File: src/rtl/sipo_comma_align_pkg.sv
// Shared PMA constants: code-group geometry, K28.5 comma prefixes, aligner states.
// Latency: n/a (types and constants only).
// Backpressure: n/a.
package sipo_comma_align_pkg;

  localparam int CG_WIDTH  = 10;
  localparam int COMMA_LEN = 7;

  // Bit k of each pattern is code-group bit k in transmission order (bit0 = a).
  localparam logic [COMMA_LEN-1:0] K28_5_COMMA_P = 7'b1111100;
  localparam logic [COMMA_LEN-1:0] K28_5_COMMA_N = 7'b0000011;

  typedef enum logic {
    HUNT   = 1'b0,
    LOCKED = 1'b1
  } align_state_t;

  typedef logic [CG_WIDTH-1:0] cg_t;

endpackage

File: src/rtl/sipo_comma_align_if.sv
// Parallel receive bus from the comma aligner to the PCS receive path.
// Latency: n/a (wiring only).
// Backpressure: none; the consumer must accept every data_valid strobe.
interface sipo_comma_align_if;
  import sipo_comma_align_pkg::*;

  cg_t  data_out;
  logic data_valid;
  logic comma_det;
  logic locked;
  logic slip;

  modport master (
    output data_out,
    output data_valid,
    output comma_det,
    output locked,
    output slip
  );

  modport slave (
    input data_out,
    input data_valid,
    input comma_det,
    input locked,
    input slip
  );

endinterface

File: src/rtl/sipo_comma_align_comma_detect.sv
// Combinational match of a 7-bit window against the positive/negative comma.
// Latency: zero (purely combinational).
// Backpressure: none.
module sipo_comma_align_comma_detect
  import sipo_comma_align_pkg::*;
#(
  parameter logic [COMMA_LEN-1:0] COMMA_P = K28_5_COMMA_P,
  parameter logic [COMMA_LEN-1:0] COMMA_N = K28_5_COMMA_N
) (
  input  logic [COMMA_LEN-1:0] win,
  output logic                 match
);

  // Either running-disparity form of the comma counts as a hit.
  always_comb begin
    match = (win == COMMA_P) || (win == COMMA_N);
  end

endmodule

File: src/rtl/sipo_comma_align.sv
// Serial-in/parallel-out receiver that hunts for the K28.5 comma and emits aligned 10-bit groups.
// Latency: a group is registered at the edge that captures its last bit (j); valid is a 1-cycle strobe.
// Backpressure: none; optional SIPO_REALIGN_CNT_EN adds an 8-bit saturating lock/slip counter.
module sipo_comma_align
  import sipo_comma_align_pkg::*;
#(
  parameter int                   WIDTH       = CG_WIDTH,
  parameter logic [COMMA_LEN-1:0] COMMA_P     = K28_5_COMMA_P,
  parameter logic [COMMA_LEN-1:0] COMMA_N     = K28_5_COMMA_N,
  parameter int                   LOSS_THRESH = 3
) (
  input  logic                      clk,
  input  logic                      reset_L,
  input  logic                      serial_in,
  sipo_comma_align_if.master        rx
`ifdef SIPO_REALIGN_CNT_EN
  ,
  output logic [7:0]                realign_cnt
`endif
);

  cg_t          sr;
  cg_t          next_sr;
  logic [3:0]   bit_cnt;
  logic [3:0]   fill_cnt;
  logic [3:0]   miss_cnt;
  align_state_t state;

  logic         match;
  logic         window_full;
  logic         boundary;
  logic         miss_ok;
  logic         lock_evt;
  logic         slip_evt;

  // Newest bit enters at the top so that after ten shifts bit0 holds the oldest bit (a).
  always_comb begin
    next_sr = {serial_in, sr[CG_WIDTH-1:1]};
  end

  sipo_comma_align_comma_detect #(
    .COMMA_P (COMMA_P),
    .COMMA_N (COMMA_N)
  ) u_comma_detect (
    .win   (next_sr[COMMA_LEN-1:0]),
    .match (match)
  );

  // Decode alignment events from the current state and the incoming window.
  always_comb begin
    window_full = (fill_cnt == 4'(WIDTH));
    boundary    = (bit_cnt == 4'(WIDTH - 1));
    miss_ok     = (({1'b0, miss_cnt} + 5'd1) < 5'(LOSS_THRESH));
    lock_evt    = (state == HUNT) && match && window_full;
    slip_evt    = (state == LOCKED) && !boundary && match && !miss_ok;
  end

  // Shift register, fill gating, boundary counter, miss tracking and the HUNT/LOCKED FSM.
  always_ff @(posedge clk or negedge reset_L) begin
    if (!reset_L) begin
      sr            <= '0;
      bit_cnt       <= '0;
      fill_cnt      <= '0;
      miss_cnt      <= '0;
      state         <= HUNT;
      rx.data_out   <= '0;
      rx.data_valid <= 1'b0;
      rx.comma_det  <= 1'b0;
      rx.locked     <= 1'b0;
      rx.slip       <= 1'b0;
    end else begin
      sr            <= next_sr;
      rx.data_valid <= 1'b0;
      rx.slip       <= 1'b0;
      if (!window_full) begin
        fill_cnt <= fill_cnt + 4'd1;
      end

      case (state)
        HUNT: begin
          // Reset zeros are still in the window until it has been filled once.
          if (lock_evt) begin
            rx.data_out   <= next_sr;
            rx.data_valid <= 1'b1;
            rx.comma_det  <= 1'b1;
            rx.locked     <= 1'b1;
            bit_cnt       <= '0;
            miss_cnt      <= '0;
            state         <= LOCKED;
          end
        end

        LOCKED: begin
          if (boundary) begin
            rx.data_out   <= next_sr;
            rx.data_valid <= 1'b1;
            rx.comma_det  <= match;
            bit_cnt       <= '0;
            if (match) begin
              miss_cnt <= '0;
            end
          end else begin
            bit_cnt <= bit_cnt + 4'd1;
            if (match) begin
              if (miss_ok) begin
                miss_cnt <= miss_cnt + 4'd1;
              end else begin
                // Too many off-boundary commas in a row: adopt this one as the new boundary.
                rx.data_out   <= next_sr;
                rx.data_valid <= 1'b1;
                rx.comma_det  <= 1'b1;
                rx.slip       <= 1'b1;
                bit_cnt       <= '0;
                miss_cnt      <= '0;
              end
            end
          end
        end

        default: state <= HUNT;
      endcase
    end
  end

`ifdef SIPO_REALIGN_CNT_EN
  // Count lock acquisitions plus forced slips, holding at the top of the range.
  always_ff @(posedge clk or negedge reset_L) begin
    if (!reset_L) begin
      realign_cnt <= '0;
    end else if ((lock_evt || slip_evt) && (realign_cnt != 8'hFF)) begin
      realign_cnt <= realign_cnt + 8'd1;
    end
  end
`endif

endmodule
File: src/flat_wrapper.sv
// flat-port wrapper written by rule: the top's interface ports become plain ports
module sipo_comma_align_flat import sipo_comma_align_pkg::*;
#(
  parameter int                   WIDTH       = CG_WIDTH,
  parameter logic [COMMA_LEN-1:0] COMMA_P     = K28_5_COMMA_P,
  parameter logic [COMMA_LEN-1:0] COMMA_N     = K28_5_COMMA_N,
  parameter int                   LOSS_THRESH = 3
)
  (clk, reset_L, serial_in, rx_data_out, rx_data_valid, rx_comma_det, rx_locked, rx_slip);
  sipo_comma_align_if rx_i ();
  input  logic clk;
  input  logic reset_L;
  input  logic serial_in;
  output wire logic [$bits(rx_i.data_out)-1:0] rx_data_out;
  output wire logic [$bits(rx_i.data_valid)-1:0] rx_data_valid;
  output wire logic [$bits(rx_i.comma_det)-1:0] rx_comma_det;
  output wire logic [$bits(rx_i.locked)-1:0] rx_locked;
  output wire logic [$bits(rx_i.slip)-1:0] rx_slip;
  assign rx_data_out = rx_i.data_out;
  assign rx_data_valid = rx_i.data_valid;
  assign rx_comma_det = rx_i.comma_det;
  assign rx_locked = rx_i.locked;
  assign rx_slip = rx_i.slip;
  sipo_comma_align #(.WIDTH(WIDTH), .COMMA_P(COMMA_P), .COMMA_N(COMMA_N), .LOSS_THRESH(LOSS_THRESH)) u_core (.clk(clk), .reset_L(reset_L), .serial_in(serial_in), .rx(rx_i));
endmodule
File: config.mk
export PLATFORM = sky130hd
export DESIGN_NAME = sipo_comma_align_flat
export DESIGN_NICKNAME = d
export VERILOG_FILES = /design/src/rtl/sipo_comma_align_pkg.sv /design/src/rtl/sipo_comma_align_if.sv /design/src/rtl/sipo_comma_align_comma_detect.sv /design/src/rtl/sipo_comma_align.sv /design/src/flat_wrapper.sv
export SDC_FILE = /design/constraint.sdc
export NUM_CORES = 1
export LEC_CHECK = 0
export BUFFER_PORTS_ARGS = -buffer_cell sky130_fd_sc_hd__buf_2
export CAP_MARGIN = 20
export CORE_MARGIN = 2
export CORE_UTILIZATION = 60
export CTS_BUF_LIST = sky130_fd_sc_hd__clkbuf_16
export DETAILED_ROUTE_END_ITERATION = 10
export GPL_ROUTABILITY_DRIVEN = 1
export PLACE_DENSITY = 0.86
export SKIP_LAST_GASP = 1
export SYNTH_ARGS = -nofsm -noshare
export SYNTH_HDL_FRONTEND = slang
export SYNTH_SLANG_ARGS = --single-unit
File: constraint.sdc
create_clock -name clk -period 3 [get_ports clk]
set_input_delay 0.9 -clock clk [delete_from_list [all_inputs] [get_ports clk]]
set_output_delay 0.9 -clock clk [all_outputs]
set_load 0.1 [all_outputs]
==> impl_results.rst <==
.. list-table::
   :header-rows: 1

   * - Metric
     - Value
   * - Share of layout cells above drive strength 1
     - 31.5%
   * - Input/output buffers
     - 16
   * - Crit-path max cell delay
     - 0.53 ns
   * - Slowest cell on crit path
     - a2111oi_4
   * - Die area
     - 2950 um2
   * - Post-Syn Nets
     - 115
   * - Root buf cell
     - clkbuf_16
   * - Final setup violation count
     - 0
   * - Clk_skew
     - 0.00414 ns
   * - Worst slew pin tran
     - 0.741 ns
   * - Global-route total usage across every layer
     - 21.8%
   * - Most used standard cell by instance count after synthesis
     - dfrtp_1
   * - Clock latency on the worst-skew pair
     - 0.28 ns
   * - Average size of a mapped cell
     - 14.2 um2
   * - Count of final hold-check violations
     - 0
   * - Average via count per standard cell
     - 5.59
   * - Endpoint type of the worst setup path
     - flop
   * - Count of unresolved DRC violations after routing
     - 0
   * - Ys flop type
     - dfrtp_1
   * - Asr flop ratio synth
     - 100%
   * - Portion of the clock cycle consumed by the worst path in the final layout
     - 81.0%
   * - Min cycle time layout
     - 2.43 ns
   * - Diode insertion count for antenna repair
     - 0
   * - Post-synth top area cell
     - dfrtp_1
   * - Max H-tree Level
     - 2
   * - Required time of the worst setup path
     - 3.16 ns
   * - Synth-to-layout area growth
     - 16.8%
   * - Wire length of the first global-routing pass
     - 4200 um
   * - Clock tree from TritonCTS
     - yes
   * - Aggregate negative setup slack
     - 0 ns
   * - Worst-path fanout max
     - 7
   * - CTS-repair resized insts
     - 0
   * - RePlAce Congestion
     - 0.729
   * - Remaining antenna violation count after routing
     - 0
   * - Die H
     - 54.3 um
   * - Total CTS buffers
     - 5
   * - Residual overflow from global routing
     - 0
   * - Synth Register Bits
     - 36
   * - Type of origin of the critical path
     - flop
   * - Total standard cell area after synthesis
     - 1520 um2
   * - Final-report max-slew violation count
     - 0
   * - Data arrival, critical path
     - 2.59 ns
   * - Sequential share of the synthesized area
     - 59.4%
   * - Boundary Pins
     - 17
   * - Leading cell types by total area after synthesis
     - dfrtp_1 59%, mux2_4 8.9%, ha_1 4.1%, inv_1 2.0%, a2111oi_4 1.8%
   * - Total number of yosys warnings
     - 0
   * - RSZ-0062 raised after global routing
     - no
   * - Largest net degree at the start of global routing
     - 37
   * - Via count of the first global-routing pass
     - 913
   * - Start-to-end type of the worst setup path
     - flop to flop
   * - Top cell types by occurrence after synthesis
     - 36 x dfrtp_1, 9 x mux2_4, 8 x inv_1
   * - DR iter-0 viols
     - 8
   * - Unique cell type count in the Yosys netlist
     - 33
   * - Max Buffers Root-to-Sink
     - 2
   * - Total of hold buffers inserted after clock tree synthesis
     - 0
   * - Final net count
     - 137
   * - Number of standard cells in the layout, taps in and fillers out
     - 160
   * - First-pass iteration count of the detailed router
     - 4
   * - Clock input transition at the sequential cells of the worst setup and hold paths
     - 0.05 ns
   * - Number of maximum-capacitance constraint violations
     - 0
   * - Area share of the leading cell type in the synthesized netlist
     - 59.4%
   * - Count of mapped cells out of synthesis
     - 107
   * - Vias after detailed routing
     - 895
   * - Core Rows
     - 18
   * - Core Region
     - 2430 um2
   * - Initial Util
     - 62.4%
   * - Crit path cell chain
     - ha_1, a21bo_2, a2111oi_4, a21oi_4, o22ai_2, buf_4, mux2_4
   * - DP Cell Count
     - 152
   * - Antenna violations before repair
     - 0
   * - Horizontal extent of the die
     - 54.3 um
   * - EDFF count, synth
     - 0
   * - Number of buffers inserted to repair setup after CTS
     - 0
   * - Highest clock frequency the design can meet
     - 412 MHz
   * - Sinks on Clock Net
     - 36
   * - HPWL reported at the end of detailed placement
     - 1730 um
   * - Detail-routed net length per standard cell
     - 16.0 um
   * - HP Class
     - flop to flop
   * - Wire length after detailed routing
     - 2560 um
   * - Slew margin rel.
     - 50.6%
   * - Result of the run
     - completed
==> stage by stage <==
| stage | setup WS [ns] | cell area, um2 | hold slack [ns] | utilization, % |
|---|---|---|---|---|
| 5_1_grt | 0.408 | 1770 | 0.399 | 72.9 |
| 6_report | 0.571 | 1770 | 0.382 | 72.9 |
| 4_1_cts | 0.577 | 1770 | 0.384 | 72.9 |
| 2_1_floorplan | 0.968 | 1520 | 0.354 | - |
| 3_5_place_dp | 0.601 | 1630 | 0.368 | 66.9 |
| 3_3_place_gp | 0.703 | 1630 | 0.372 | 66.9 |
==> worst max-delay path: cells and delay by family (launching register included) <==
kind                       cells  cell delay, ns
buffers and inverters          1            0.26
adders and majority gates      1            0.17
AOI/OAI and AO/OA              4            1.17
DFF                            1            0.39
muxes                          1            0.32
==> cell families after synthesis <==
group           share of synthesized area (%)
xor+xnor                                 1.73
fa+ha+maj                                4.12
buf+inv                                  2.97
mux                                      10.4
simple gates                             10.7
compound gates                           10.7
flops                                    59.4
==> path summary, 6_finish.rpt <==
| path | cells past startpoint | slack (ns) | from | end |
|---|---|---|---|---|
| setup / recovery | 7 | 0.57 | u_core.miss_cnt[0]$_DFFE_PN0P_ | u_core.rx.data_out[6]$_DFFE_PN0P_ |
| setup reg to reg | 7 | 0.57 | u_core.miss_cnt[0]$_DFFE_PN0P_ | u_core.rx.data_out[6]$_DFFE_PN0P_ |
| hold reg to reg | 0 | 0.38 | u_core.sr[9]$_DFF_PN0_ | u_core.sr[8]$_DFF_PN0_ |
| min in group asynchronous | 1 | 0.69 | reset_L | u_core.rx.slip$_DFF_PN0_ |
| max in group asynchronous | 1 | 1.84 | reset_L | u_core.bit_cnt[1]$_DFFE_PN0P_ |
| hold / removal | 0 | 0.38 | u_core.sr[9]$_DFF_PN0_ | u_core.sr[8]$_DFF_PN0_ |
==> registers in the layout, indices dropped and copies added (netlist names) <==
register / cells
u_core.rx.comma_det: 1
u_core.rx.locked: 1
u_core.rx.slip: 1
u_core.miss_cnt: 4
u_core.sr: 9
u_core.bit_cnt: 4
u_core.rx.data_out: 10
u_core.rx.data_valid: 1
u_core.fill_cnt: 4
u_core.state: 1
==> per-layer routing <==
metal	global-route usage, %	up-vias	part of all wire (%)
li1	-	422	-
met1	25.6	443	42
met2	34.5	22	50
met3	8.20	8	5.1
met4	11.7	0	2.9
met5	0	-	0
==> cell usage in the layout (no fill, tap or decap), drive strengths merged, types with 3 or more instances in the layout <==
master  netlist  layout
nor2b         4       4
nand4         3       3
clkbuf        1       5
o21ai         4       4
dfrtp        36      36
nor2          3       3
buf           1      17
mux2         11      11
nand2         3       3
xnor2         3       3
ha            5       5
inv           8       9
a21o          3       3
==> cell type report <==
type                            count  area (um2)
Clock inverter                      3        20.0
Inverter                            8        30.0
Multi-Input combinational cell     61         572
Fill cell                         165         659
Sequential cell                    36         901
Clock buffer                        5         125
Timing Repair Buffer               17        87.6
Tap cell                           30        37.5
Power is not shown: default switching activity piles up to over one toggle a cycle in this logic, so the estimate is an artifact.
